===== src/rtl/cpu_step_ctrl_pkg.sv =====
// Shared definitions for the run/step sequencer: state encodings and a width helper.
package cpu_step_ctrl_pkg;

    typedef enum logic [1:0] {
        ST_HALT = 2'b00,
        ST_RUN  = 2'b01,
        ST_STEP = 2'b10,
        ST_BRK  = 2'b11
    } state_t;

    // Counter width able to hold 0..n-1, never narrower than one bit.
    function automatic int unsigned cnt_width(input int unsigned n);
        return (n > 1) ? $clog2(n) : 1;
    endfunction

endpackage


===== src/rtl/cpu_step_ctrl_btn_debounce.sv =====
// Push-button conditioner: 2-flop synchronizer, stability counter, debounced level
// and a one-cycle pulse on each accepted 0->1 transition.
module btn_debounce
    import cpu_step_ctrl_pkg::*;
#(
    parameter int unsigned DEBOUNCE_CYCLES = 1_000_000
) (
    input  logic clk,
    input  logic rst_n,
    input  logic btn_i,
    output logic rise_o
);

    localparam int unsigned CW = cnt_width(DEBOUNCE_CYCLES);

    logic [1:0]    sync_q, sync_d;
    logic [CW-1:0] cnt_q, cnt_d;
    logic          level_q, level_d;
    logic          rise_q, rise_d;

    always_ff @(posedge clk or negedge rst_n) begin
        if (!rst_n) begin
            sync_q  <= 2'b00;
            cnt_q   <= '0;
            level_q <= 1'b0;
            rise_q  <= 1'b0;
        end else begin
            sync_q  <= sync_d;
            cnt_q   <= cnt_d;
            level_q <= level_d;
            rise_q  <= rise_d;
        end
    end

    // The counter only runs while the synchronized input disagrees with the
    // accepted level; any agreement restarts the stability window.
    always_comb begin
        sync_d  = {sync_q[0], btn_i};
        cnt_d   = cnt_q;
        level_d = level_q;
        rise_d  = 1'b0;
        if (sync_q[1] == level_q) begin
            cnt_d = '0;
        end else if (cnt_q == CW'(DEBOUNCE_CYCLES - 1)) begin
            cnt_d   = '0;
            level_d = sync_q[1];
            rise_d  = sync_q[1];
        end else begin
            cnt_d = cnt_q + CW'(1);
        end
    end

    assign rise_o = rise_q;

endmodule


===== src/rtl/cpu_step_ctrl.sv =====
// Run/step sequencer producing the CPU clock-enable. Define BREAKPOINT_EN to
// build the PC breakpoint comparator and the BRK state.
module cpu_step_ctrl
    import cpu_step_ctrl_pkg::*;
#(
    parameter int unsigned RATE_DIV        = 10_000_000,
    parameter int unsigned DEBOUNCE_CYCLES = 1_000_000,
    parameter int unsigned PC_W            = 32,
    parameter int unsigned CNT_W           = 32
) (
    input  logic             clk,
    input  logic             rst_n,
    input  logic             run_i,
    input  logic             step_btn_i,
    input  logic [PC_W-1:0]  pc_i,
    input  logic [PC_W-1:0]  bp_addr_i,
    output logic             cpu_ce_o,
    output logic [1:0]       state_o,
    output logic             halted_o,
    output logic [CNT_W-1:0] instr_cnt_o
);

    localparam int unsigned TW = cnt_width(RATE_DIV);

    state_t           state_q, state_d;
    logic             ce_q, ce_d;
    logic             halted_q, halted_d;
    logic [CNT_W-1:0] cnt_q, cnt_d;
    logic [TW-1:0]    tick_q, tick_d;
    logic             step_pulse;
    logic             tick_wrap;
    logic             bp_hit;

    btn_debounce #(
        .DEBOUNCE_CYCLES (DEBOUNCE_CYCLES)
    ) u_btn (
        .clk    (clk),
        .rst_n  (rst_n),
        .btn_i  (step_btn_i),
        .rise_o (step_pulse)
    );

`ifdef BREAKPOINT_EN
    assign bp_hit = (pc_i == bp_addr_i);
`else
    logic unused_pc;
    assign unused_pc = ^{pc_i, bp_addr_i};
    assign bp_hit    = 1'b0;
`endif

    assign tick_wrap = (tick_q == TW'(RATE_DIV - 1));

    always_ff @(posedge clk or negedge rst_n) begin
        if (!rst_n) begin
            state_q  <= ST_HALT;
            ce_q     <= 1'b0;
            halted_q <= 1'b1;
            cnt_q    <= '0;
            tick_q   <= '0;
        end else begin
            state_q  <= state_d;
            ce_q     <= ce_d;
            halted_q <= halted_d;
            cnt_q    <= cnt_d;
            tick_q   <= tick_d;
        end
    end

    // Dropping run_i beats both a due ce and a breakpoint hit.
    always_comb begin
        state_d = state_q;
        case (state_q)
            ST_HALT: begin
                if (run_i)           state_d = ST_RUN;
                else if (step_pulse) state_d = ST_STEP;
            end
            ST_RUN: begin
                if (!run_i)                  state_d = ST_HALT;
                else if (tick_wrap && bp_hit) state_d = ST_BRK;
            end
            ST_STEP: state_d = ST_HALT;
            ST_BRK: begin
                if (!run_i)          state_d = ST_HALT;
                else if (step_pulse) state_d = ST_STEP;
            end
            default: state_d = ST_HALT;
        endcase
    end

    always_comb begin
        ce_d   = 1'b0;
        tick_d = '0;
        if (state_q == ST_RUN && run_i) begin
            if (tick_wrap) ce_d   = !bp_hit;
            else           tick_d = tick_q + TW'(1);
        end
        if (state_d == ST_STEP) ce_d = 1'b1;
        cnt_d    = ce_d ? cnt_q + CNT_W'(1) : cnt_q;
        halted_d = (state_d == ST_HALT) || (state_d == ST_BRK);
    end

    assign cpu_ce_o    = ce_q;
    assign state_o     = state_q;
    assign halted_o    = halted_q;
    assign instr_cnt_o = cnt_q;

endmodule

===== config.mk =====
export PLATFORM = sky130hd
export DESIGN_NAME = cpu_step_ctrl
export DESIGN_NICKNAME = d
export VERILOG_FILES = /design/src/rtl/cpu_step_ctrl_pkg.sv /design/src/rtl/cpu_step_ctrl_btn_debounce.sv /design/src/rtl/cpu_step_ctrl.sv
export SDC_FILE = /design/constraint.sdc
export NUM_CORES = 1
export LEC_CHECK = 0
export CAP_MARGIN = 10
export CORE_UTILIZATION = 45
export CTS_CLUSTER_DIAMETER = 150
export DETAILED_ROUTE_END_ITERATION = 12
export GPL_TIMING_DRIVEN = 0
export PLACE_DENSITY_LB_ADDON = 0.2
export SYNTH_ARGS = -nofsm -noshare
export SYNTH_HDL_FRONTEND = slang
export SYNTH_SLANG_ARGS = --single-unit

===== constraint.sdc =====
create_clock -name clk -period 5 [get_ports clk]
set_clock_uncertainty 0.2 [all_clocks]
set_input_delay 1.5 -clock clk [delete_from_list [all_inputs] [get_ports clk]]
set_output_delay 1.5 -clock clk [all_outputs]
set_load 0.005 [all_outputs]

==> results of run 1 <==
[metal layers]
metal / track usage (%) / part of all wire (%) / up-vias
met2: 29.2 / 43 / 59
met3: 4.31 / 5.1 / 8
met1: 26.8 / 51 / 1334
met5: 0 / 0 / -
li1: - / - / 1382
met4: 7.09 / 1.1 / 0
[metrics by stage]
| step | instances | hold slack, ns | worst slack (ns) | total power, mW | area, µm² |
|---|---|---|---|---|---|
| floorplan | 379 | 0.131 | 1.94 | 0.713 | 3930 |
| finish | 539 | 0.178 | 1.44 | 1.20 | 4660 |
| CTS | 539 | 0.184 | 1.44 | 1.21 | 4660 |
| detailed placement | 524 | 0.161 | 1.08 | 0.737 | 4470 |
| global placement | 523 | 0.161 | -0.894 | 0.734 | 4450 |
| global route | 539 | 0.191 | 1.26 | 1.24 | 4660 |
[synthesized netlist by cell type]
library cell,number,area [µm²]
or2_1,1,6.26
nand4b_1,1,8.76
a41oi_2,1,16.3
mux2_2,1,11.3
inv_2,1,3.75
xor2_1,9,78.8
nor3b_1,3,22.5
buf_6,1,11.3
nor4_2,2,25.0
buf_2,2,10.0
nor2b_1,3,18.8
or4b_2,1,10.0
dfrtp_1,83,2080
or3_1,3,18.8
nor4b_1,2,17.5
or4b_1,1,10.0
xnor2_1,63,552
nand2_1,27,101
ha_1,4,50.1
dfstp_2,1,26.3
o21ai_0,1,5.00
nor4_1,2,12.5
and2_1,1,6.26
nand3_1,23,115
nor3_1,14,70.1
and3_2,1,7.51
a31o_2,1,8.76
and4_1,6,52.6
buf_12,1,20.0
buf_1,1,3.75
clkbuf_1,6,22.5
inv_1,11,41.3
nand4_1,20,125
nor2_1,62,233
and3b_2,1,10.0
and3_1,14,87.6
or4_1,4,30.0
[area by class of cell]
type | instances | area share, %
clock inverter | 4 | 1.07
buffer | 11 | 1.45
sequential | 84 | 45.1
clock buffer | 11 | 3.03
multi-input combinational | 272 | 36.7
inverter | 12 | 0.966
timing repair buffer | 40 | 8.91
tap | 105 | 2.82
[power by group through the flow]
stage / clock network, mW / registers (mW) / logic, mW
floorplan: 0 / 0.700 / 0.0123
global placement: 0 / 0.701 / 0.0335
detailed placement: 0 / 0.701 / 0.0363
CTS: 0.489 / 0.687 / 0.0363
global route: 0.514 / 0.688 / 0.0409
finish: 0.476 / 0.687 / 0.0342
[flip-flops by register name, summed over array words and instances, names as in the netlist]
name / flops
cpu_ce_o: 1
halted_o: 1
instr_cnt_o: 32
state_o: 2
tick_q: 24
u_btn.cnt_q: 20
u_btn.level_q: 1
u_btn.rise_o: 1
u_btn.sync_q: 2
[cell families (layout without fill, tap and decap cells)]
group / Yosys count / count (layout)
AND/OR/NAND/NOR: 192 / 192
multiplexers: 1 / 1
XOR/XNOR: 72 / 72
AO/OA/AOI/OAI: 3 / 3
buffers and inverters: 23 / 78
flip-flops: 84 / 84
adder cells (fa/ha/maj): 4 / 4
[worst max-delay path: stages]
cell	delay (ns)
clkdlybuf4s50_1	0.46
nor4b_1	0.37
a31o_2	0.18
ha_1	0.17
a41oi_2	0.09
inv_2	0.27
buf_2	0.27
nand4_1	0.14
xnor2_1	0.15
[final timing paths]
check                                       end       startpoint  depth (start not counted)  slack [ns]
worst max-delay path            instr_cnt_o[28]            run_i                          9        1.44
worst min-delay path            u_btn.sync_q[1]  u_btn.sync_q[0]                          0        0.18
worst max register to register  instr_cnt_o[28]       tick_q[13]                          7        2.31
worst min register to register  u_btn.sync_q[1]  u_btn.sync_q[0]                          0        0.18
max in group asynchronous              halted_o            rst_n                          2        3.07
min in group asynchronous        u_btn.cnt_q[5]            rst_n                          1        0.89
==> impl_metrics.yaml, run 1 <==
run_status:
  status: "completed"
critical_path:
  cp.arrival_ns: 3.60
  cp-end-kind: "flop"
  crit_path_start_kind: "primary input"
  path_class: "primary input to flop"
  worstPathMaxFanout: 10
  required_ns: 5.04
die:
  chipWidth_um: 95.4
  placementRows: 33
  chipHeight_um: 95.4
  core-area_um2: 8340
  die_area_um2: 9100
  initial_utilization_pct: 47.1
  ios: 104
min_path:
  hold_class: "flop to flop"
power:
  p_clk_share_pct: 39.8
  irDropWorstVdd_uv: 116
  p_sw_share_pct: 21.8
  pwr-share-seq_pct: 57.4
  power.density_nw_per_um2: 257
  p_int_mw: 0.936
  p_leak_nw: 1.91
  p_comb_share_pct: 2.9
  p_switching_mw: 0.262
clocking:
  clk_pin_slew_ns: 0.09
  clockBufferDepth: 2
  clock-root-buffer: "clkbuf_8"
  tritoncts: "built"
  cts_setup_buffers: 0
  cts_resized: 0
  clkLatencyLatePin_ns: 0.34
  cts_buffers: 9
  h-tree-depth: 3
  numClockSinks: 84
  hold_buffers: 0
synthesis:
  yosys_warnings: 0
  synth-adder-area-share_pct: 1.27
  synth_xor_area_share_pct: 16.1
  ys_seq_area_share_pct: 53.6
  syn_inst: 379
  syn_area_um2: 3930
  synth_top_family_by_area: "simple AND/OR/NAND/NOR gates"
  synth_area_per_cell_um2: 10.4
  synthSimpleGateAreaFrac_pct: 25.2
  ys_types: 37
  syn_nets: 451
  synthMuxAreaShare_pct: 0.287
  synth_compound_area_share_pct: 0.765
  synth-seq-cells: 84
timing:
  finalMaxSlewViolations: 0
  max-slew-margin-rel_pct: 63.0
  hold_viol_final: 0
  rsz0062_at_grt: "no"
  tightest_slew_ns: 0.553
  setup_tns_ns: 0
  fmax_ghz: 0.281
  post-route-period-util_pct: 71.2
  period_minus_slack_ns: 3.56
  finalSetupViolations: 0
global_route:
  first_global_vias: 2820
  grt.overflow.total: 0
  grt_max_degree: 54
  grt_pass1_wl_um: 13300
  track_usage_pct: 19.2
  antenna_found_initial: 0
detailed_routing:
  wl_per_cell_um: 14.0
  routed_wl_um: 7560
  vias_per_cell: 5.16
  drtIter0Drc: 90
  postRouteAntennaNets: 0
  drc: 0
  dr.pass1.iters: 4
  vias: 2783
layout:
  drive_above_1_share_pct: 6.91
  multi_input_area_um2: 1710
  register_area_um2: 2100
  post-route-util_pct: 55.9
  final_cell_mix: "83 x dfrtp_1, 63 x xnor2_1, 62 x nor2_1, 38 x clkdlybuf4s50_1, 27 x nand2_1"
  area_delta_synth_final_pct: 18.8
  final_common_cell: "dfrtp_1"
  diodes: 0
  final.fill_count: 738
  nets: 502
place:
  port_buffers: 39
  gp_congestion: 0.751
  dp.final_hpwl_um: 5250
job:
  maxCapViolations: 0
Note: power is estimated with default switching activity, not from simulation.
==> run 2, diff against run 1 <==
- clock period: 5 -> 3.6 ns (I/O delays scaled with it)
==> results of run 2 <==
The final DEF is identical to that of run 1. Status: completed.
Among the figures that moved: setup slack after placement 1.08 ns -> 0.105 ns; setup slack after layout 1.44 ns -> 0.460 ns; register-to-register setup slack 2.31 ns -> 0.91 ns; total power 1.20 mW -> 1.66 mW; worst IR drop on VDD 116 µV -> 161 µV
